==> config.mk <==
export PLATFORM = sky130hd
export DESIGN_NAME = reg_bank_sb
export DESIGN_NICKNAME = d
export VERILOG_FILES = /design/src/rtl/rsa_regbank_pkg.sv /design/src/rtl/reg_scoreboard.sv /design/src/rtl/reg_bank_sb.sv
export SDC_FILE = /design/constraint.sdc
export NUM_CORES = 1
export LEC_CHECK = 0
export ABC_AREA = 1
export BUFFER_PORTS_ARGS = -buffer_cell sky130_fd_sc_hd__buf_2
export CAP_MARGIN = 20
export CORE_ASPECT_RATIO = 0.5
export CORE_MARGIN = 3
export CORE_UTILIZATION = 33
export CTS_CLUSTER_DIAMETER = 30
export DETAILED_ROUTE_END_ITERATION = 7
export GPL_TIMING_DRIVEN = 0
export PLACE_DENSITY_LB_ADDON = 0.12
export SLEW_MARGIN = 20
export SYNTH_ARGS = -nofsm -noshare
export SYNTH_HDL_FRONTEND = slang
export SYNTH_HIERARCHICAL = 1
export SYNTH_SLANG_ARGS = --single-unit
export TNS_END_PERCENT = 100
==> constraint.sdc <==
create_clock -name clk -period 2.55 [get_ports clk]
set_clock_uncertainty 0.05 [all_clocks]
set_input_delay 0.51 -clock clk [delete_from_list [all_inputs] [get_ports clk]]
set_output_delay 0.51 -clock clk [all_outputs]
set_load 0.02 [all_outputs]
==> src/rtl/rsa_regbank_pkg.sv <==
// Shared defaults and word/address types for the RSA ASIP register bank.
package rsa_regbank_pkg;

    localparam int unsigned ARQ_DEF  = 16;
    localparam int unsigned REGS_DEF = 8;
    localparam int unsigned AW_DEF   = $clog2(REGS_DEF);

    typedef logic [AW_DEF-1:0]  reg_addr_t;
    typedef logic [ARQ_DEF-1:0] word_t;

endpackage

==> src/rtl/reg_scoreboard.sv <==
// Per-register busy scoreboard with read-after-write hazard detection.
import rsa_regbank_pkg::*;

module reg_scoreboard #(
    parameter int unsigned REGS = REGS_DEF,
    localparam int unsigned AW  = $clog2(REGS)
) (
    input  logic            clk,
    input  logic            rst,
    input  logic            clr,
    input  logic            write_en,
    input  logic [AW-1:0]   write_addr,
    input  logic            lock_en,
    input  logic [AW-1:0]   lock_addr,
    input  logic            read_en,
    input  logic [AW-1:0]   src1,
    input  logic [AW-1:0]   src2,
    input  logic [AW-1:0]   srcdest,
    output logic            stall,
    output logic [REGS-1:0] busy
);

    logic [REGS-1:0] busy_nxt;
    logic            pend1, pend2, pend3;

    // Next busy vector: a completing write releases its register, a lock
    // applied afterwards wins so a new producer on the same address stays busy.
    always_comb begin
        busy_nxt = busy;
        if (write_en) busy_nxt[write_addr] = 1'b0;
        if (lock_en)  busy_nxt[lock_addr]  = 1'b1;
    end

    // Scoreboard state; clr wipes every bit ahead of write/lock.
    always_ff @(posedge clk or negedge rst) begin
        if (!rst)     busy <= '0;
        else if (clr) busy <= '0;
        else          busy <= busy_nxt;
    end

    // A busy register being written this cycle is served by the bypass path.
    assign pend1 = busy[src1]    && !(write_en && (write_addr == src1));
    assign pend2 = busy[src2]    && !(write_en && (write_addr == src2));
    assign pend3 = busy[srcdest] && !(write_en && (write_addr == srcdest));

    assign stall = read_en && (pend1 || pend2 || pend3);

endmodule

==> src/rtl/reg_bank_sb.sv <==
// Parametrised register bank: one write port, three registered read ports
// with write bypass, and a busy scoreboard for in-flight producers.
import rsa_regbank_pkg::*;

module reg_bank_sb #(
    parameter int unsigned ARQ  = ARQ_DEF,
    parameter int unsigned REGS = REGS_DEF,
    localparam int unsigned AW  = $clog2(REGS)
) (
    input  logic            clk,
    input  logic            rst,
    input  logic            clr,
    input  logic            write_en,
    input  logic [AW-1:0]   write_addr,
    input  logic [ARQ-1:0]  write_val,
    input  logic            lock_en,
    input  logic [AW-1:0]   lock_addr,
    input  logic            read_en,
    input  logic [AW-1:0]   src1,
    input  logic [AW-1:0]   src2,
    input  logic [AW-1:0]   srcdest,
    output logic [ARQ-1:0]  out1,
    output logic [ARQ-1:0]  out2,
    output logic [ARQ-1:0]  out3,
    output logic            rd_valid,
    output logic            stall,
    output logic [REGS-1:0] busy
);

    logic [ARQ-1:0] mem [REGS];
    logic [ARQ-1:0] byp1, byp2, byp3;
    logic           accept;

    reg_scoreboard #(
        .REGS (REGS)
    ) u_sb (
        .clk        (clk),
        .rst        (rst),
        .clr        (clr),
        .write_en   (write_en),
        .write_addr (write_addr),
        .lock_en    (lock_en),
        .lock_addr  (lock_addr),
        .read_en    (read_en),
        .src1       (src1),
        .src2       (src2),
        .srcdest    (srcdest),
        .stall      (stall),
        .busy       (busy)
    );

    // Storage array; clr has priority over a same-cycle write.
    always_ff @(posedge clk or negedge rst) begin
        if (!rst) begin
            for (int unsigned i = 0; i < REGS; i++) mem[i] <= '0;
        end else if (clr) begin
            for (int unsigned i = 0; i < REGS; i++) mem[i] <= '0;
        end else if (write_en) begin
            mem[write_addr] <= write_val;
        end
    end

    // Same-cycle write data overrides stale array contents on each read port.
    always_comb begin
        byp1 = (write_en && (write_addr == src1))    ? write_val : mem[src1];
        byp2 = (write_en && (write_addr == src2))    ? write_val : mem[src2];
        byp3 = (write_en && (write_addr == srcdest)) ? write_val : mem[srcdest];
    end

    assign accept = read_en && !stall;

    // Output registers: capture on an accepted read, otherwise hold.
    // clr suppresses the capture but leaves the held values untouched.
    always_ff @(posedge clk or negedge rst) begin
        if (!rst) begin
            out1     <= '0;
            out2     <= '0;
            out3     <= '0;
            rd_valid <= 1'b0;
        end else begin
            rd_valid <= accept && !clr;
            if (accept && !clr) begin
                out1 <= byp1;
                out2 <= byp2;
                out3 <= byp3;
            end
        end
    end

endmodule

After elaboration in Yosys (flattened, before gate mapping):

Cells that the tools add are included.
W data, S select, Z words.

* memories: 0
* memory bits (writable): 0
* output and inout bits: 58
* bits in latches: 0
* logic and storage cells: 85
* bits of input ports: 37
* ROM bits: 0
* flip-flop bits (word level): 185

* magnitude comparators: 12
* eq/ne operators: 3
* shift operators: 0
* multipliers: 0
* bitwise operators: 7
* add/subtract/negate cells: 0
* reduce and logical (&&, ||, !) cells: 20
* mux-type cells: 30
* divide/modulo/power cells: 0

Operators by type and width (count)
* $mux W128: 2
* $mux W16: 10
* $bmux W16 S3: 3
* $bwmux W128: 1
* $demux W16 S3: 1
* $mux W8: 3
* $lt A3 B4 Y1 const B: 5
* $ge A4 B4 Y1 const B: 4
* $not A3 Y4: 4
* $logic_and A1 B1 Y1: 12
* $bmux W1 S3: 3
* $eq A3 B3 Y1: 3
* $and A8 B8 Y8: 1
* $not A8 Y8: 1
* $or A8 B8 Y8: 1
* $demux W1 S3: 2
* $ge A3 B1 Y1 const B: 2
* $logic_not A1 Y1: 5
* $mux W1: 5
* $lt A4 B1 Y1 const B: 1
* $logic_or A1 B1 Y1: 2
* $reduce_bool A2 Y1: 1

Longest topological paths before layout:

Gate-level depths: netlist of run 1.

* word-level depth: 10
* mapped depth: 16
* gate-level depth less buffers: 15

By module:

Netlist of run 1, hierarchy kept.

Modules (own cells, without submodules)
* reg_bank_sb: cells an instance 1619, sequential area each 4429.2 µm², instances 1, area each 11031.8 µm²
* reg_scoreboard: cells an instance 135, sequential area each 200.2 µm², instances 1, area each 759.5 µm²

Worst setup path before layout of run 1:

No wires, ideal clock.

* kind: input port to flip-flop
* from: in write_addr[0]
* to: reg out2[13]
* data required time: 2.427 ns
* stages: 15
* path buffers: 2
* library setup time: 0.073 ns
* data arrival time: 2.003 ns
* slack: 0.424 ns
* cell sequence: inv_1 nand2_1 a21oi_2 nand2_1 nand2_1 nand3_1 nand2_1 inv_1 nor2_1 nand2_1 inv_2 buf_2 clkbuf_1 nor2_1 a21oi_2

* word-level cells in the longest chain between the ends: 10
* elaborated cells on any way between the ends: 19
* classes of those cells: eq/ne (3); mux (1); reduce/logical (15)

RTL lines
* from (decl): RTL line reg_bank_sb.sv:14 `input logic [AW-1:0] write_addr,`
* $eq A3 B3 Y1 (on tied branches): RTL line reg_scoreboard.sv:42, reg_scoreboard.sv:43
* $logic_and A1 B1 Y1 (on tied branches): RTL line reg_scoreboard.sv:42, reg_scoreboard.sv:43
* $logic_not A1 Y1 (on tied branches): RTL line reg_scoreboard.sv:42, reg_scoreboard.sv:43
* $logic_and A1 B1 Y1 (on tied branches): RTL line reg_scoreboard.sv:42, reg_scoreboard.sv:43
* $logic_or A1 B1 Y1: RTL line reg_scoreboard.sv:46 `assign stall = read_en && (pend1 || pend2 || pend3);`
* $logic_or A1 B1 Y1 (*): RTL line reg_scoreboard.sv:46
* $logic_and A1 B1 Y1 (*): RTL line reg_scoreboard.sv:46
* via stall: RTL line reg_bank_sb.sv:26 `output logic stall,`
* $logic_not A1 Y1 (*): RTL line reg_bank_sb.sv:70 `assign accept = read_en && !stall;`
* $logic_and A1 B1 Y1 (*): RTL line reg_bank_sb.sv:70
* $logic_and A1 B1 Y1 (*): RTL line reg_bank_sb.sv:82 `if (accept && !clr) begin`
* to (signal assigned): RTL line reg_bank_sb.sv:84 `out2 <= byp2;`
* to (decl): RTL line reg_bank_sb.sv:23 `output logic [ARQ-1:0] out2,`

The timed path passes the listed nets; every way through them passes the cells marked *.
A chain may end at the register's enable or synchronous reset.

Worst setup path after layout of run 1:

* from: in srcdest[2]
* to: reg out3[5]

* word-level cells in the longest chain between the ends: 9
* elaborated cells on any way between the ends: 16
* classes of those cells: eq/ne (1); mux (6); bitwise (1); reduce/logical (8)

RTL lines
* from (decl): RTL line reg_bank_sb.sv:21 `input logic [AW-1:0] srcdest,`
* branches (longest 9 deep; another with $bmux W1 S3)
* to (signal assigned): RTL line reg_bank_sb.sv:85 `out3 <= byp3;`
* to (decl): RTL line reg_bank_sb.sv:24 `output logic [ARQ-1:0] out3,`

Several ways; the timed one is not identified. The select of a mux whose other input is x is not followed.

==> flow_metrics.py, run 1 <==
metrics = {
    "status": {
        "outcome": "finished, final reports clean",
    },
    "worst_setup_path": {
        "crit_path_cell_trace": "buf_2 -> buf_2 -> inv_2 -> nand2_1 -> nand2_2 -> nor2_4 -> nand2_4 -> nand3_1 -> a21oi_1",
        "worstSetupStartpointType": "input port",
        "max_stage_delay_ns": 0.45,
        "worstPathMaxFanout": 9,
        "slowest_stage": "nor2_4",
        "cp-end-kind": "register",
        "cp-startpoint": "srcdest[2]",
        "required_ns": 2.85,
        "r2r_setup_slack_ns": 0.25,
        "cp.arrival_ns": 2.71,
        "timing.rr.start": "u_sb/busy[4]",
        "worstSetupPathType": "in2reg",
        "cpMostUsedCell": "buf_2",
    },
    "timing": {
        "finalHoldViolCount": 0,
        "finalMaxSlewViolations": 0,
        "maxClockFrequency_mhz": 416,
        "grt_setup_unrepaired": "false",
        "layout_setup_ws_ns": 0.145,
        "maxSlewHeadroom_pct": 28.0,
        "worst_pin_slew_ns": 1.08,
        "period_share_pct": 94.3,
        "setup_viol": 0,
        "period_needed_ns": 2.41,
        "tns_ns": 0,
    },
    "clock_network": {
        "cts_buffers": 17,
        "postCtsSetupBuffers": 0,
        "cts_max_level": 4,
        "cts_sinks": 185,
        "clk_pin_slew_ns": 0.07,
        "clkLatencyLatePin_ns": 0.48,
        "cts_tree": "built",
        "clockRootBuffer": "clkbuf_16",
        "cts_buffer_depth": 2,
    },
    "die": {
        "die_w_um": 273,
        "die_area_mm2": 0.0382,
        "initial_core_util_pct": 33.9,
        "core_mm2": 0.0348,
        "rows": 48,
        "die_h_um": 140,
        "ios": 95,
    },
    "route": {
        "wl_per_cell_um": 26.0,
        "via_per_inst": 5.69,
        "detail-route-antenna-nets": 0,
        "wl_mm": 61.2,
        "vias": 13423,
        "drt_iter0_drc": 1955,
        "drc": 0,
        "first_pass_iters": 6,
    },
    "pwr": {
        "p_leak_uw": 0.00645,
        "power_uw": 8200,
        "peakVddDrop_v": 0.000542,
        "cellPowerDensity_mw_per_mm2": 606,
    },
    "placed_design": {
        "port-buffer-count": 93,
        "dp_cells": 2324,
        "place_congestion": 1.01,
        "pre_cts_ws_ns": -0.548,
        "hpwlAfterDp_mm": 41.9,
    },
    "layout": {
        "seqCellArea_mm2": 0.00463,
        "postLayoutCoreUtil_pct": 38.9,
        "multiInputGateArea_mm2": 0.00596,
        "num-fill-cells": 3814,
        "fin_nets": 1906,
        "drive_above_1_share_pct": 13.8,
        "layoutNonFillerInstCount": 2358,
        "area_delta_synth_final_pct": 14.9,
    },
    "synth": {
        "synth_warnings": 6,
        "yosysMostFrequentCell": "nand2_1",
        "synthTopCellsByCount": "nand2_1, nand3_1, dfrtp_1, inv_1, o22ai_1",
        "synth_edf_count": 0,
        "synth_area_leader_cell": "dfrtp_1",
        "syn_area_per_cell_um2": 6.72,
        "synth_top_area_share_pct": 39.3,
        "synth_area_mm2": 0.0118,
        "syn-num-nets": 1791,
        "yosysSeqAreaShare_pct": 39.3,
        "synth_cell_types": 29,
        "synthArstFlopShare_pct": 100,
        "yosys-top-cells-area": "dfrtp_1, nand2_1, nand3_1",
        "synthFlopType": "dfrtp_1",
        "syn_inst": 1754,
        "ys_ff_latch": 185,
    },
    "grt": {
        "grt_pass1_vias": 12555,
        "grt_overflow_total": 0,
        "grt_use_total_pct": 31.7,
        "grt_max_degree": 92,
        "grt_pass1_wl_mm": 87.0,
        "antenna_found_initial": 4,
    },
    "min_path": {
        "worstHoldStart": "lock_addr[1]",
        "hold_path.class": "in2reg",
    },
    "job": {
        "cap_violations": 0,
    },
}
what timing repair did:
item,in CTS,in global routing
endpoints found under the hold margin,32,0
resized for setup,3,5
hold buffers,1,0
cloned,0,0
endpoints found under the setup margin,12,40
power by group:
group	internal (uW)	switching, uW	total (uW)
logic	536	1500	2030
clock network	1560	1340	2900
registers	3140	136	3270
cell usage in the layout, fill, tap and decap left out, types with 4 or more instances in the layout:
cell / n
buf_2: 135
o21ai_1: 10
clkbuf_1: 35
o22ai_1: 104
inv_2: 15
inv_1: 156
nand3_1: 393
nor3_2: 4
clkbuf_16: 17
nor2_4: 4
nand3b_1: 4
o21ai_0: 34
buf_1: 19
a21oi_1: 25
o21ai_2: 18
nand4_1: 8
dfrtp_1: 185
buf_4: 14
clkbuf_8: 4
nand2_2: 16
a21oi_2: 6
nand2_1: 586
clkbuf_2: 4
nor2_1: 58
metal layers:
layer,global-route usage [%],part of all wire (%),up-vias
met5,0,0.038,-
met4,11.2,3.4,4
met3,12.9,14,160
met2,44.2,40,855
met1,43.8,42,6398
li1,-,-,6006
worst paths after layout:
kind,endpoint,cells after the start
max in group asynchronous,out1[8],4
worst max-delay path,out3[5],9
worst min-delay path,u_sb/busy[7],3
worst min register to register,out1[7],2
worst max register to register,out1[3],15
min in group asynchronous,out3[7],2
worst max-delay path, delay by kind of cell:
kind	cells	cell delay, ns
and+or+nand+nor	5	1.31
buffers and inverters	3	0.74
AOI/OAI and AO/OA	1	0.12
cells by family (layout without fill, tap and decap cells):
family                 Yosys count  count (layout)  share of synthesized area, %
other                            0               1                             0
and+or+nand+nor               1083            1083                          40.2
AOI/OAI and AO/OA              198             198                          10.3
buffers and inverters          288             416                          10.3
DFF                            185             185                          39.3
state kept, by name (all words and copies together) (netlist names):
signal	count
mem	128
out1	16
out2	16
out3	16
rd_valid	1
u_sb/busy	8
final cells by class:
cell class / count / share of cell area, %
tap: 475 / 4.39
timing repair buffer: 96 / 3.99
clock inverter: 8 / 0.813
antenna: 1 / 0.0185
multi-input combinational: 1281 / 44.0
clock buffer: 24 / 3.63
inverter: 173 / 4.81
sequential: 185 / 34.2
buffer: 115 / 4.18
stage by stage:
step | hold slack (ns) | instance area, um^2
after floorplan | 0.164 | 11800
after global placement | 0.418 | 12900
after detailed placement | 0.344 | 12900
after CTS | 0.279 | 13500
after global routing | 0.296 | 13500
final | 0.275 | 13500
No activity file was read; power rests on OpenSTA's default activity.
==> run 2: changes to the inputs <==
- CORE_UTILIZATION: 33 -> 45
==> run 2 against run 1 <==
Design area is 1.2% lower; largest cell class unchanged; first-iteration DRC count is 15% higher; via count is 0.54% lower; sequential power hardly changed; global-route usage is 5.8 points higher; critical endpoint is now out3[2]; register-to-register slack better by 0.04 ns; hold slack better by 0.026 ns; highest routed layer unchanged; critical path depth stayed put; sequential share of layout area is 0.42 points higher; combinational power is 3% lower.
==> flow_metrics.py, run 2 (synthesis gave the netlist of run 1 again) <==
metrics = {
    "die": {
        "rows": 41,
        "core_mm2": 0.0255,
        "die_area_mm2": 0.0283,
        "die_w_um": 235,
        "die_h_um": 120,
        "ios": 95,
        "initial_core_util_pct": 46.2,
    },
    "pwr": {
        "p_comb_share_pct": 24.2,
        "p_sw_uw": 2910,
        "cellPowerDensity_mw_per_mm2": 609,
        "clkPwrFrac_pct": 35.6,
        "swShare_pct": 35.8,
        "p_leak_uw": 0.00645,
        "p_seq_share_pct": 40.2,
        "peakVddDrop_v": 0.000500,
        "p_int_uw": 5230,
    },
    "route": {
        "wl_per_cell_um": 24.0,
        "via_per_inst": 6.00,
        "first_pass_iters": 6,
        "vias": 13350,
        "detail-route-antenna-nets": 0,
        "drc": 0,
        "drt_iter0_drc": 2243,
        "wl_mm": 53.3,
    },
    "timing": {
        "worst_pin_slew_ns": 0.946,
        "finalHoldViolCount": 0,
        "setup_viol": 0,
        "maxSlewHeadroom_pct": 36.9,
        "finalMaxSlewViolations": 0,
        "maxClockFrequency_mhz": 432,
        "grt_setup_unrepaired": "false",
        "period_share_pct": 90.7,
        "period_needed_ns": 2.31,
        "tns_ns": 0,
    },
    "grt": {
        "antenna_found_initial": 2,
        "grt_use_total_pct": 37.5,
        "grt_pass1_vias": 11826,
        "grt_pass1_wl_mm": 77.8,
        "grt_overflow_total": 0,
        "grt_max_degree": 77,
    },
    "worst_setup_path": {
        "worstPathMaxFanout": 10,
        "cp-end-kind": "register",
        "cp.arrival_ns": 2.63,
        "worstSetupStartpointType": "input port",
        "required_ns": 2.86,
        "worstSetupPathType": "in2reg",
    },
    "clock_network": {
        "cts_max_level": 4,
        "cts_tree": "built",
        "clockRootBuffer": "clkbuf_16",
        "cts_buffer_depth": 2,
        "cts_buffers": 17,
        "cts_sinks": 185,
        "clkLatencyLatePin_ns": 0.48,
        "clk_pin_slew_ns": 0.08,
        "postCtsSetupBuffers": 0,
    },
    "min_path": {
        "hold_path.class": "in2reg",
    },
    "layout": {
        "drive_above_1_share_pct": 13.8,
        "multiInputGateArea_mm2": 0.00595,
        "antenna_cells": 0,
        "top_register": "mem",
        "num-fill-cells": 2593,
        "postLayoutCoreUtil_pct": 52.5,
        "layout_commonest_cell": "nand2_1",
        "fin_nets": 1905,
        "seqCellArea_mm2": 0.00463,
        "final_cell_mix": "nand2_1, nand3_1, dfrtp_1",
        "area_delta_synth_final_pct": 13.5,
        "largest_reg_flops": 128,
    },
    "placed_design": {
        "port-buffer-count": 93,
        "place_congestion": 1.03,
        "hpwlAfterDp_mm": 38.0,
    },
    "job": {
        "cap_violations": 0,
    },
    "status": {
        "outcome": "finished, final reports clean",
    },
}
-- run 2: power by group through the flow --
stage / clock network, uW / registers, uW / logic, uW
after CTS: 2890 / 3270 / 1900
after floorplan: 0 / 3500 / 908
final: 2900 / 3270 / 1970
after detailed placement: 0 / 3320 / 1890
after global routing: 3010 / 3300 / 2090
after global placement: 0 / 3320 / 1870
-- run 2: area by class of cell --
type | instances | share of cell area (%)
buffer | 114 | 4.16
multi-input combinational | 1281 | 44.5
clock buffer | 17 | 3.18
timing repair buffer | 96 | 4.04
clock inverter | 15 | 1.42
sequential | 185 | 34.6
inverter | 173 | 4.87
tap | 344 | 3.22
-- run 2: critical path, cell delays in order --
cell and delay, ns:
buf_2 0.15, inv_1 0.11, buf_2 0.31, clkbuf_1 0.69
nand2_1 0.11, nand3_1 0.12, nand3_1 0.22, nand3_1 0.30
a21oi_1 0.10
-- run 2: through the flow --
| stage | setup slack [ns] | cells | total power (uW) | instance area, um^2 | hold WS, ns |
|---|---|---|---|---|---|
| after floorplan | 0.424 | 1754 | 4410 | 11800 | 0.164 |
| after global placement | -2.24 | 2191 | 5190 | 12700 | 0.413 |
| after detailed placement | -0.359 | 2193 | 5210 | 12800 | 0.361 |
| after CTS | 0.00805 | 2226 | 8050 | 13400 | 0.288 |
| after global routing | 0.0225 | 2225 | 8400 | 13400 | 0.326 |
| final | 0.237 | 2225 | 8150 | 13400 | 0.302 |
-- run 2: per-layer routing --
metal  vias up  track usage (%)  routed length, um
met1      6237             53.8              22500
li1       5980                -                  -
met2      1004             47.5              19800
met4         4             11.2               1390
met3       125             19.8               9560
met5         -                0                 73
-- run 2: repair_timing --
| action | 4_1_cts | 5_1_grt |
|---|---|---|
| gates resized for setup | 0 | 5 |
| hold endpoints to repair | 34 | 0 |
| hold buffers | 1 | 0 |
| setup endpoints to repair | 0 | 41 |
-- run 2: path summary, 6_finish.rpt --
kind | cells past startpoint | from | slack (ns) | to
setup / recovery | 9 | srcdest[0] | 0.24 | out3[2]
hold / removal | 3 | lock_addr[2] | 0.30 | u_sb/busy[5]
setup reg to reg | 15 | u_sb/busy[7] | 0.29 | out3[5]
hold reg to reg | 2 | out1[11] | 0.44 | out1[11]
max in group asynchronous | 3 | rst | 1.26 | mem[35]
min in group asynchronous | 2 | rst | 0.46 | out1[8]
==> run 3: changes to the inputs <==
- CTS_CLUSTER_DIAMETER: 30 -> 50
- clock period: 2.55 -> 2.8 ns (I/O delays scaled with it)
==> run 3 against run 2 <==
Clock power decreased by 8.6%; setup slack improved by 0.013 ns; largest cell class unchanged; combinational power is 9% lower; highest routed layer unchanged; non-clock buffer count is 1 higher; first-iteration DRC count grew 4.2%.
==> flow_metrics.py, run 3 (synthesis gave the netlist of run 1 again) <==
metrics = {
    "placed_design": {
        "port-buffer-count": 93,
        "hpwlAfterDp_mm": 38.0,
        "dp_cells": 2193,
        "place_congestion": 1.03,
        "postPlaceCellArea_mm2": 0.0128,
        "pre_cts_ws_ns": -0.159,
    },
    "worst_setup_path": {
        "worstSetupStartpointType": "register",
        "cp-end-kind": "register",
        "crit_end": "out1[11]",
        "worstSetupPathType": "reg2reg",
        "timing.rr.start": "u_sb/busy[7]",
        "cp-startpoint": "u_sb/busy[7]",
        "r2r_setup_slack_ns": 0.25,
        "required_ns": 3.15,
        "rr_endpoint": "out1[11]",
        "reg2reg_depth": 14,
        "cp.arrival_ns": 2.90,
        "worstPathMaxFanout": 10,
    },
    "timing": {
        "period_share_pct": 91.1,
        "grt_setup_unrepaired": "false",
        "finalMaxSlewViolations": 0,
        "finalHoldViolCount": 0,
        "maxSlewHeadroom_pct": 34.7,
        "period_needed_ns": 2.55,
        "maxClockFrequency_mhz": 392,
        "worst_pin_slew_ns": 0.980,
        "layout_setup_ws_ns": 0.250,
        "setup_viol": 0,
    },
    "clock_network": {
        "clkLatencyLatePin_ns": 0.47,
        "cts_tree": "built",
        "cts_buffers": 17,
        "clk_pin_slew_ns": 0.07,
        "clockRootBuffer": "clkbuf_16",
        "cts_max_level": 4,
        "cts_sinks": 185,
        "postCtsSetupBuffers": 0,
        "cts_buffer_depth": 2,
    },
    "grt": {
        "grt_max_degree": 77,
        "grt_pass1_wl_mm": 77.8,
        "grt_use_total_pct": 37.5,
        "grt_pass1_vias": 11826,
        "grt_overflow_total": 0,
        "antenna_found_initial": 2,
    },
    "layout": {
        "final_design_area_no_fill_mm2": 0.0134,
        "layout_commonest_cell": "nand2_1",
        "seqCellArea_mm2": 0.00463,
        "multiInputGateArea_mm2": 0.00595,
        "final_cell_mix": "nand2_1, nand3_1, dfrtp_1",
        "num-fill-cells": 2589,
        "area_delta_synth_final_pct": 13.5,
        "antenna_cells": 0,
        "top_register": "mem",
        "postLayoutCoreUtil_pct": 52.5,
        "layoutNonFillerInstCount": 2226,
        "fin_nets": 1906,
        "drive_above_1_share_pct": 13.7,
        "largest_reg_flops": 128,
    },
    "pwr": {
        "peakVddDrop_v": 0.000449,
        "cellPowerDensity_mw_per_mm2": 555,
        "p_leak_uw": 0.00645,
    },
    "route": {
        "drc": 0,
        "drt_iter0_drc": 2338,
        "via_per_inst": 6.00,
        "first_pass_iters": 8,
        "detail-route-antenna-nets": 0,
        "wl_per_cell_um": 24.0,
        "wl_mm": 53.5,
        "vias": 13362,
    },
    "min_path": {
        "hold_path.class": "in2reg",
    },
    "status": {
        "outcome": "finished, final reports clean",
    },
    "job": {
        "cap_violations": 0,
    },
    "die": {
        "initial_core_util_pct": 46.2,
        "die_w_um": 235,
        "rows": 41,
        "core_mm2": 0.0255,
        "ios": 95,
        "die_h_um": 120,
        "die_area_mm2": 0.0283,
    },
}
run 3: area by class of cell:
type,count,share of cell area [%]
Buffer,115,4.18
Clock buffer,17,3.18
Clock inverter,15,1.42
Inverter,173,4.87
Multi-Input combinational cell,1281,44.5
Sequential cell,185,34.6
Tap cell,344,3.22
Timing Repair Buffer,96,4.04
run 3: worst min path at each step:
stage | slack, ns | cells after the start | end | startpoint
floorplan | 0.21 | 0 | mem[0] | rst
CTS | 0.34 | 3 | u_sb/busy[5] | lock_addr[2]
global placement | 0.41 | 2 | out1[11] | out1[11]
finish | 0.35 | 3 | u_sb/busy[5] | lock_addr[2]
detailed placement | 0.41 | 1 | out3[13] | rst
global route | 0.38 | 3 | u_sb/busy[5] | lock_addr[2]
run 3: through the flow:
step	hold slack, ns	power [uW]	setup TNS [ns]
6_report	0.350	7420	0
5_1_grt	0.376	7650	0
4_1_cts	0.338	7330	0
3_5_place_dp	0.411	4750	-1.32
3_3_place_gp	0.413	4730	-373.23
2_1_floorplan	0.214	4020	0
run 3: critical path, stage by stage (launching register included):
cell and delay [ns]:
dfrtp_1 0.50, nand2_1 0.09, nand3_1 0.08, nand2_1 0.06, nand2_1 0.05, nand3_1 0.08
nand3_1 0.09, nand2_1 0.05, inv_1 0.06, nor2_1 0.04, nand2_1 0.36, buf_2 0.31
clkbuf_1 0.44, nand2_1 0.14, o21ai_2 0.08
run 3: where the power goes:
part | internal, uW | switching, uW | leakage, uW
clock network | 1420 | 1220 | 0.000293
registers | 2860 | 122 | 0.00249
logic | 487 | 1310 | 0.00367
run 3: repair_timing:
item,4_1_cts,5_1_grt
hold buffers,1,0
setup endpoints to repair,0,5
resized for setup,0,2
endpoints found under the hold margin,34,0
run 3: metal layers:
layer	vias to the layer above	wire, um	global-route usage, %
met5	-	33	0
met4	4	1430	11.2
met3	137	9830	19.8
met2	998	19800	47.5
met1	6243	22400	53.8
li1	5980	-	-
